--- src/rtl/pipe_ctrl_pkg.sv ---
// Shared encodings for the MIPS pipeline controller: opcodes, functs, ALU codes,
// control-word layout and literal words, PC/forwarding selects and sequencer states.
package pipe_ctrl_pkg;

    localparam logic [5:0] OP_RTYPE = 6'b000000;
    localparam logic [5:0] OP_LW    = 6'b100011;
    localparam logic [5:0] OP_SW    = 6'b101011;
    localparam logic [5:0] OP_ADDI  = 6'b001000;
    localparam logic [5:0] OP_BEQ   = 6'b000100;
    localparam logic [5:0] OP_BNE   = 6'b000101;
    localparam logic [5:0] OP_J     = 6'b000010;

    localparam logic [5:0] FN_ADD = 6'b100000;
    localparam logic [5:0] FN_SUB = 6'b100010;
    localparam logic [5:0] FN_AND = 6'b100100;
    localparam logic [5:0] FN_OR  = 6'b100101;
    localparam logic [5:0] FN_SLT = 6'b101010;

    localparam logic [2:0] ALU_ADD = 3'b010;
    localparam logic [2:0] ALU_SUB = 3'b110;
    localparam logic [2:0] ALU_AND = 3'b000;
    localparam logic [2:0] ALU_OR  = 3'b001;
    localparam logic [2:0] ALU_SLT = 3'b111;

    localparam int CW_MEMREAD  = 8;
    localparam int CW_MEMWRITE = 7;
    localparam int CW_ALUSRC   = 6;
    localparam int CW_REGDST   = 5;
    localparam int CW_ALUOP_LO = 2;
    localparam int CW_MEMTOREG = 1;
    localparam int CW_REGWRITE = 0;

    localparam logic [8:0] CW_NONE       = 9'h000;
    localparam logic [8:0] CW_RTYPE_BASE = 9'h001;
    localparam logic [8:0] CW_LW         = 9'h16B;
    localparam logic [8:0] CW_SW         = 9'h0C8;
    localparam logic [8:0] CW_ADDI       = 9'h069;

    localparam logic [1:0] PC_SEQ    = 2'b00;
    localparam logic [1:0] PC_BRANCH = 2'b01;
    localparam logic [1:0] PC_JUMP   = 2'b10;

    localparam logic [1:0] FWD_IDEX  = 2'b00;
    localparam logic [1:0] FWD_EXMEM = 2'b01;
    localparam logic [1:0] FWD_WB    = 2'b10;

    typedef enum logic [1:0] {BOOT, RUN, HALT} seq_state_t;

    function automatic logic [8:0] rtype_word(input logic [2:0] aluop);
        return CW_RTYPE_BASE | {4'b0000, aluop, 2'b00};
    endfunction

endpackage

--- src/rtl/mips_main_decoder.sv ---
// Main decoder: opcode/funct to 9-bit control word plus branch/jump class flags.
// Purely combinational; unknown encodings give an all-zero word.
module mips_main_decoder
    import pipe_ctrl_pkg::*;
(
    input  logic [5:0] opcode,
    input  logic [5:0] funct,
    output logic [8:0] ctrl,
    output logic       is_branch,
    output logic       is_bne,
    output logic       is_jump,
    output logic       uses_rt
);

    always_comb begin
        ctrl      = CW_NONE;
        is_branch = 1'b0;
        is_bne    = 1'b0;
        is_jump   = 1'b0;
        uses_rt   = 1'b1;
        case (opcode)
            OP_RTYPE: begin
                case (funct)
                    FN_ADD:  ctrl = rtype_word(ALU_ADD);
                    FN_SUB:  ctrl = rtype_word(ALU_SUB);
                    FN_AND:  ctrl = rtype_word(ALU_AND);
                    FN_OR:   ctrl = rtype_word(ALU_OR);
                    FN_SLT:  ctrl = rtype_word(ALU_SLT);
                    default: ctrl = CW_NONE;
                endcase
            end
            OP_LW:   ctrl = CW_LW;
            OP_SW:   ctrl = CW_SW;
            OP_ADDI: ctrl = CW_ADDI;
            OP_BEQ:  is_branch = 1'b1;
            OP_BNE: begin
                is_branch = 1'b1;
                is_bne    = 1'b1;
            end
            // a jump carries a target, not register fields, so it never creates a hazard
            OP_J: begin
                is_jump = 1'b1;
                uses_rt = 1'b0;
            end
            default: ctrl = CW_NONE;
        endcase
    end

endmodule

--- src/rtl/pipeline_sequencer.sv ---
// Central controller for the 5-stage MIPS datapath: decode, hazard stalls, forwarding,
// branch/jump redirect with IF/ID flush, and a boot-hold / debug-halt sequencer.
module pipeline_sequencer
    import pipe_ctrl_pkg::*;
#(
    parameter int BOOT_CYCLES = 2,
    parameter int CNT_W       = 16
) (
    input  logic             clk,
    input  logic             rst,
    input  logic [31:0]      instruction,
    input  logic [4:0]       RSReg,
    input  logic [4:0]       RTReg,
    input  logic [4:0]       RDReg,
    input  logic [4:0]       RDRegStage4,
    input  logic [4:0]       RDRegStage5,
    input  logic             WriteRegSignalStage4,
    input  logic             WriteRegSignalStage5,
    input  logic             MemReadNextStage,
    input  logic             EorEbar,
    input  logic             halt_req,
    output logic [8:0]       ControlOutput,
    output logic             HazardSel,
    output logic             PCWrite,
    output logic             IF_IdWrite,
    output logic             aclr,
    output logic [1:0]       PCSrc,
    output logic [1:0]       ForwardingWire3,
    output logic [1:0]       ForwardingWire4,
    output logic             halted,
    output logic [CNT_W-1:0] stall_count
);

    localparam int BW = (BOOT_CYCLES > 1) ? $clog2(BOOT_CYCLES + 1) : 1;

    seq_state_t       state, state_nxt;
    logic [BW-1:0]    boot_cnt;
    logic [8:0]       ex_ctrl;
    logic             mem_memread;
    logic             flush;
    logic [CNT_W-1:0] cnt;

    logic       is_branch, is_bne, is_jump, uses_rt;
    logic [4:0] id_rs, id_rt, ex_dst;
    logic       load_use, branch_stall, hazard, taken;
    logic       stall, redirect;
    logic       unused_imm;

    assign id_rs      = instruction[25:21];
    assign id_rt      = instruction[20:16];
    assign unused_imm = ^instruction[15:6];

    mips_main_decoder u_dec (
        .opcode    (instruction[31:26]),
        .funct     (instruction[5:0]),
        .ctrl      (ControlOutput),
        .is_branch (is_branch),
        .is_bne    (is_bne),
        .is_jump   (is_jump),
        .uses_rt   (uses_rt)
    );

    function automatic logic hits(input logic [4:0] r, input logic [4:0] a, input logic [4:0] b);
        return (r != 5'd0) && ((r == a) || (r == b));
    endfunction

    function automatic logic [1:0] fwd_sel(input logic [4:0] src, input logic we4, input logic [4:0] rd4,
                                           input logic we5, input logic [4:0] rd5);
        if (we4 && rd4 != 5'd0 && rd4 == src)      return FWD_EXMEM;
        else if (we5 && rd5 != 5'd0 && rd5 == src) return FWD_WB;
        else                                       return FWD_IDEX;
    endfunction

    assign ForwardingWire3 = fwd_sel(RSReg, WriteRegSignalStage4, RDRegStage4, WriteRegSignalStage5, RDRegStage5);
    assign ForwardingWire4 = fwd_sel(RTReg, WriteRegSignalStage4, RDRegStage4, WriteRegSignalStage5, RDRegStage5);

    assign ex_dst   = ex_ctrl[CW_REGDST] ? RTReg : RDReg;
    assign load_use = MemReadNextStage && !is_jump && hits(RTReg, id_rs, uses_rt ? id_rt : id_rs);
    // a load sitting in MEM is a pending write even before its RegWrite status reaches us
    assign branch_stall = is_branch &&
        ((ex_ctrl[CW_REGWRITE] && hits(ex_dst, id_rs, id_rt)) ||
         ((WriteRegSignalStage4 || mem_memread) && hits(RDRegStage4, id_rs, id_rt)) ||
         (WriteRegSignalStage5 && hits(RDRegStage5, id_rs, id_rt)));
    assign hazard = load_use || branch_stall;
    assign taken  = is_branch && (is_bne ? !EorEbar : EorEbar);

    always_comb begin
        state_nxt  = state;
        PCWrite    = 1'b0;
        IF_IdWrite = 1'b0;
        HazardSel  = 1'b0;
        PCSrc      = PC_SEQ;
        stall      = 1'b0;
        redirect   = 1'b0;
        case (state)
            BOOT: begin
                if (boot_cnt >= BW'(BOOT_CYCLES - 1)) state_nxt = RUN;
            end
            RUN: begin
                if (hazard) begin
                    stall = 1'b1;
                end else begin
                    PCWrite    = 1'b1;
                    IF_IdWrite = 1'b1;
                    HazardSel  = 1'b1;
                    if (taken) begin
                        PCSrc    = PC_BRANCH;
                        redirect = 1'b1;
                    end else if (is_jump) begin
                        PCSrc    = PC_JUMP;
                        redirect = 1'b1;
                    end
                end
                // halting on a redirect would lose the flush of the wrong-path fetch
                if (halt_req && !redirect) state_nxt = HALT;
            end
            HALT: begin
                if (!halt_req) state_nxt = RUN;
            end
            default: state_nxt = BOOT;
        endcase
    end

    always_ff @(posedge clk) begin
        if (rst) begin
            state       <= BOOT;
            boot_cnt    <= '0;
            ex_ctrl     <= CW_NONE;
            mem_memread <= 1'b0;
            flush       <= 1'b0;
            cnt         <= '0;
        end else begin
            state       <= state_nxt;
            boot_cnt    <= (state == BOOT) ? boot_cnt + 1'b1 : '0;
            ex_ctrl     <= HazardSel ? ControlOutput : CW_NONE;
            mem_memread <= ex_ctrl[CW_MEMREAD];
            flush       <= redirect;
            if (stall && cnt != {CNT_W{1'b1}}) cnt <= cnt + 1'b1;
        end
    end

    assign aclr        = flush;
    assign halted      = (state == HALT);
    assign stall_count = cnt;

endmodule

--- config.mk ---
export PLATFORM = sky130hd
export DESIGN_NAME = pipeline_sequencer
export DESIGN_NICKNAME = d
export VERILOG_FILES = /design/src/rtl/pipe_ctrl_pkg.sv /design/src/rtl/mips_main_decoder.sv /design/src/rtl/pipeline_sequencer.sv
export SDC_FILE = /design/constraint.sdc
export NUM_CORES = 1
export LEC_CHECK = 0
export BUFFER_PORTS_ARGS = -buffer_cell sky130_fd_sc_hd__buf_4
export CORE_UTILIZATION = 30
export CTS_BUF_LIST = sky130_fd_sc_hd__clkbuf_4
export DETAILED_ROUTE_END_ITERATION = 12
export HOLD_SLACK_MARGIN = 0.05
export MAX_ROUTING_LAYER = met4
export PLACE_DENSITY_LB_ADDON = 0.25
export SLEW_MARGIN = 25
export SYNTH_ARGS = -nofsm -noshare
export SYNTH_HDL_FRONTEND = slang
export SYNTH_HIERARCHICAL = 1
export SYNTH_SLANG_ARGS = --single-unit
--- constraint.sdc ---
create_clock -name clk -period 4.95 [get_ports clk]
set_input_delay 1.485 -clock clk [delete_from_list [all_inputs] [get_ports clk]]
set_output_delay 1.485 -clock clk [all_outputs]
set_load 0.005 [all_outputs]
; Word-level counts from Yosys, hierarchy flattened
; Index checks and enable logic that the tools add are counted.
; Widths: inputs -> output; s select.
[classes]
addsub = 2
bitwise_logic = 3
n_reduce_logical = 41
n_eq_ne = 29
mux = 28
n_lt_le_gt_ge = 1
[ops]
columns = op, n
row1 = $eq 5x5->1, 12
row2 = $eq 6x6->1 const B, 7
row3 = $pmux 9 s4, 1
row4 = $pmux 5 s5, 1
row5 = $mux 2, 11
row6 = $reduce_bool 5->1, 4
row7 = $logic_and 1x1->1, 19
row8 = $add 16x1->16 const B, 1
row9 = $ne 16x16->1 const B, 1
row10 = $eq 6x3->1 const B, 2
row11 = $mux 1, 12
row12 = $mux 5, 2
row13 = $logic_or 1x1->1, 8
row14 = $reduce_or 2->1, 4
row15 = $eq 6x2->1 const B, 1
row16 = $eq 6x4->1 const B, 1
row17 = $logic_not 6->1, 1
row18 = $ne 2x2->1 const B, 3
row19 = $pmux 2 s3, 1
row20 = $logic_not 1->1, 3
row21 = $not 1->1, 3
row22 = $reduce_and 3->1, 1
row23 = $add 2x1->2 const B, 1
row24 = $eq 2x1->1 const B, 1
row25 = other kinds (3), 3
[totals]
elab_cells = 110
regBits = 31
inputBits = 64

; Depth between registers and ports, before layout
[logic_depth]
ltp_word = 15
depth_mapped = 11
mapped_depth_nobuf = 8

; By module
; Netlist, hierarchy kept.
[by_module_without_submodules]
columns = mod, cells_per_inst, area_each_um2, instances, seq_area_each_um2
row1 = pipeline_sequencer, 255, 2078.2, 1, 500.5
row2 = mips_main_decoder, 32, 214.0, 1, 0.0

; Least setup slack after synthesis
; OpenSTA, ideal clock, no wires.
[synth_timing]
path_kind = input -> output
from = in RTReg[0]
to = out PCSrc[0]
path_slack_ns = 0.078
path_stages = 8
n_path_buf = 1
arrival_time_ns = 3.387
required_ns = 3.465
cell_sequence = clkbuf_1 > or4_1 > nor2_1 > a21oi_1 > nand4_1 > nand3_1 > a211oi_2 > and3_1
[synth_between]
elab_chain_cells = 11
word_cells_on_any_way = 19
cone_classes = eq/ne: 4 / mux: 3 / reduce/logical: 12
[synth_rtl]
columns = element, line_no
row1 = from (decl), pipeline_sequencer.sv:13  ; input logic [4:0] RTReg,
row2 = $mux 5, pipeline_sequencer.sv:77  ; assign ex_dst = ex_ctrl[CW_REGDST] ? RTReg : RDReg;
row3 = $eq 5x5->1, pipeline_sequencer.sv:64  ; return (r != 5'd0) && ((r == a) || (r == b));
row4 = $logic_or 1x1->1, pipeline_sequencer.sv:64
row5 = $logic_and 1x1->1, pipeline_sequencer.sv:64
row6 = $logic_and 1x1->1, pipeline_sequencer.sv:81  ; ((ex_ctrl[CW_REGWRITE] && hits(ex_dst, id_rs, id_rt)) ||
row7 = $logic_or 1x1->1, pipeline_sequencer.sv:81
row8 = $logic_or 1x1->1, pipeline_sequencer.sv:82  ; ((WriteRegSignalStage4 || mem_memread) && hits(RDRegStage4, id_rs, id_rt)) ||
row9 = $logic_and 1x1->1, pipeline_sequencer.sv:80  ; assign branch_stall = is_branch &&
row10 = $logic_or 1x1->1 (*), pipeline_sequencer.sv:84  ; assign hazard = load_use || branch_stall;
row11 = $mux 2 (*), pipeline_sequencer.sv:100  ; if (hazard) begin
row12 = $mux 2 (*), pipeline_sequencer.sv:95  ; case (state)
row13 = to (decl), pipeline_sequencer.sv:27  ; output logic [1:0] PCSrc,
; Every way passes the cells marked *; elsewhere a longest branch is shown, timed or not.

; Worst setup path in the final report
[layout_timing]
from = in RDReg[0]
to = out PCSrc[1]
[layout_between]
elab_chain_cells = 11
word_cells_on_any_way = 13
cone_classes = eq/ne: 2 / mux: 3 / reduce/logical: 8
[layout_rtl]
columns = element, line_no
row1 = from (decl), pipeline_sequencer.sv:14  ; input logic [4:0] RDReg,
row2 = $mux 5 (*), pipeline_sequencer.sv:77
row3 = $eq 5x5->1, pipeline_sequencer.sv:64
row4 = $logic_or 1x1->1, pipeline_sequencer.sv:64
row5 = $logic_and 1x1->1 (*), pipeline_sequencer.sv:64
row6 = $logic_and 1x1->1 (*), pipeline_sequencer.sv:81
row7 = $logic_or 1x1->1 (*), pipeline_sequencer.sv:81
row8 = $logic_or 1x1->1 (*), pipeline_sequencer.sv:82
row9 = $logic_and 1x1->1 (*), pipeline_sequencer.sv:80
row10 = $logic_or 1x1->1 (*), pipeline_sequencer.sv:84
row11 = $mux 2 (*), pipeline_sequencer.sv:100
row12 = $mux 2 (*), pipeline_sequencer.sv:95
; Marks and branches as above.

==> results.md <==
* F_max at 208 MHz
* Ys flop type: dfxtp_1
* CTS tree: built
* #FFs+latches synth at 25
* Unique masters post-synth at 46
* Critical-path cell list: buf_4 > or4_1 > o31ai_1 > a21oi_1 > nand4_1 > nand3_1 > a211oi_4 > and3_1 > buf_4
* Syn_nets at 353
* Drt drc at 0
* RR Endpoint: stall_count[11]
* Slew margin rel. at a little over half
* GR Util met3 at 2.59%
* Maximum capacitance violations at 0
* Iter 0 DRT Violations at 66
* Detailed Route WL at between 6000 and 7000 um
* # port buffers at between 80 and 90
* Slew at the pin closest to its max-slew limit at a little under 0.7 ns
* CTS Buf Count at 3
* Post-Syn Area per Cell at 7.99 sq um
* GRT overflow at 0
* Fraction of registers with async set/reset at 0%
* Max Transition Viols Final at 0
* Pwr Total at roughly 0.55 mW
* Data arrival time of the critical path at approximately 3.3 ns
* DIE HEIGHT at ~89 um
* Core area at 7330 sq um
* DP HPWL at around 5000 um
* Most frequent CP cell: buf_4
* Layout fillers at 778
* Final hold vios at 0
* Grt met1 use at between 20% and 30%
* Final period util at a little over nine tenths
* Area Growth Syn to Fin at 33.9%
* Non-Filler Cell Area, Final at slightly above 3000 sq um
* Clock Tree Buf Depth at 2
* Crit path launch type: primary input
* Nets@finish at ~430
* Power per cell area at roughly 180 nW/um^2
* Clock Sinks at 25
* GPL Wtd Cong at ~0.8
* Hold EP: boot_cnt[0]
* First-pass GRT wire length at 9950 um
* Clock latency on the worst-skew pair at ~0.32 ns
* Initial antenna violation count at 0
* Critical path data required time at ~3.5 ns
* RSZ-0062 raised after global routing: false
* WHS Path Cells at 1
* Final core utilization at between 40% and 50%
* Cells after Synth at roughly 290
* Inst Count DP at 460
* Fin crit period at between 4 and 5 ns
* Post-route ant nets at 0
* Vias in the first global route at 2154
* PnR worst setup slack at ~0.14 ns
* Clk_skew at roughly 0.0058 ns
* Core Rows at 31
* Post-synthesis sequential area ratio at 21.8%
* GRT Overall Usage at between 10% and 20%
* Leak Pwr at 1.28 nW
* Worst Hold Class: register to register
* Die W at between 80 and 90 um
* Layout cells sized above 1 at between 30% and 40%
* CP max stage cell: or4_1
* Top Usage Layer GRT: met2
* Initial Utilization at a little under a third
* Final Non-Filler Cells at 464
* Post-synth EDFFs at 0
* Hold_sp: boot_cnt[0]
* Reg area at roughly 500 sq um
* Hold slack at between 0.4 and 0.5 ns
* Mapped cell area at between 2000 and 2500 sq um
* Clk root buf: clkbuf_4
* H-tree depth at 1
* Max VDD drop at about 0.20 mV
* Area of the multi-input gates at 1660 sq um
* Setup TNS at 0 ns
* DP Area at between 3000 and 4000 sq um
* CTS clock-pin slew for the worst setup and hold paths at approximately 0.14 ns
* WS Path Type: primary input to primary output
* Final Setup Violations at 0
* Pin count of the biggest net entering global routing at 25
* R2R setup slack at 2.19 ns
* Drt via density at around 5
* Status: finished, final reports clean
* M2 GR Usage at between 20% and 30%
* Slowest stage delay, CP at 0.53 ns
* Ys Warns at 6
* Drt wl/cell at around 14 um
* Total number of vias at ~2300
* CP max FO at 4
* Die area at ~8000 sq um
* DR pass1 iterations at 4
* CTS Hold Bufs at 0
* FF-to-FF path depth at 9
* Antenna Cells at 0
* DP Worst Slack at between 0.07 and 0.08 ns
* CP endpoint kind: primary output
* Crit Reg-Reg Startpoint: ex_ctrl[5]
* Ports at 100
-- state kept, by name (all words and copies together), names as in the netlist --
signal and cells:
boot_cnt 2, mem_memread 1, stall_count 16, ex_ctrl 3
aclr 1, state 2
-- critical path, delay by kind of cell --
kind	cells	cell delay, ns
AND/OR/NAND/NOR	4	1.03
AO/OA/AOI/OAI	3	0.59
buffers and inverters	2	0.22
-- power breakdown --
| part | total [mW] | internal (mW) | switching, mW |
|---|---|---|---|
| registers | 0.227 | 0.214 | 0.0128 |
| logic | 0.221 | 0.119 | 0.103 |
| clock network | 0.0988 | 0.0370 | 0.0618 |
-- layout by cell type (no fill, tap or decap), types with 2 or more instances in the layout --
cell	count
a31oi_1	2
nor2b_1	6
nor4_1	6
dfxtp_1	25
nor3_1	11
o21ai_1	2
nor4_2	2
or3_1	5
mux2i_1	6
nor2_2	2
nand2_1	9
nor2_1	14
nand2b_1	3
buf_4	97
o21ai_0	9
xnor2_1	15
and2_1	4
xor2_1	48
or4_1	13
o31ai_1	8
inv_1	7
nand3_1	14
a21oi_1	15
and3_1	7
clkbuf_4	4
ha_1	2
nand4_1	8
and4_1	3
a22oi_1	3
-- routing by layer --
metal | wire, um | share of wire (%)
met1 | 3050 | 49
met2 | 2860 | 46
met3 | 342 | 5.5
met5 | 0 | 0
met4 | 9 | 0.14
-- cells in the mapped netlist, drive strengths merged, types with 2 or more instances --
cell type	count	area, sq um
nand2b	3	18.8
ha	2	25.0
inv	7	26.3
and3	7	43.8
nor2	16	62.6
o21ai	11	55.1
and4	3	26.3
or3	5	31.3
mux2i	6	60.1
nand4	8	50.1
a22oi	3	22.5
and2	4	25.0
xnor2	15	131
nor3	11	55.1
nand3	14	70.1
or4	13	97.6
nor4b	2	23.8
nand2	9	33.8
o31ai	8	60.1
xor2	48	420
nor4	8	62.6
buf	7	55.1
a31oi	2	12.5
dfxtp	25	500
nor2b	6	37.5
a21oi	15	75.1
clkbuf	16	60.1
-- worst max-delay path by stage --
stage                         startpoint  endpoint  cells after the start  slack, ns
after floorplan                 RTReg[0]  PCSrc[0]                      8       0.08
after global placement    RDRegStage5[1]  PCSrc[1]                      8       0.06
after detailed placement  RDRegStage5[1]  PCSrc[1]                      8       0.07
after CTS                 RDRegStage5[1]  PCSrc[1]                      8       0.06
after global routing      RDRegStage4[1]  PCSrc[0]                      8       0.03
final                           RDReg[0]  PCSrc[1]                      9       0.14
-- cells by family after synthesis --
family	Yosys count	synth area share, %
xor gates and xnor gates	63	24.1
and+or+nand+nor	112	29.0
adders and majority gates	2	1.09
muxes	7	3.11
DFF	25	21.8
AOI/OAI and AO/OA	48	14.7
buffers and inverters	30	6.17
-- what timing repair did --
item,CTS,global route
resized for setup,0,3
buffers inserted,0,0
endpoints found under the setup margin,0,5
-- final cells by class --
cell class / count / area share [%]
well taps: 99 / 4.04
inverters: 7 / 0.856
repair buffers: 97 / 23.7
flip-flops and latches: 25 / 16.3
clock buffers: 4 / 0.978
multi-input cells: 232 / 54.1
Power figures use the tool's default switching activity.
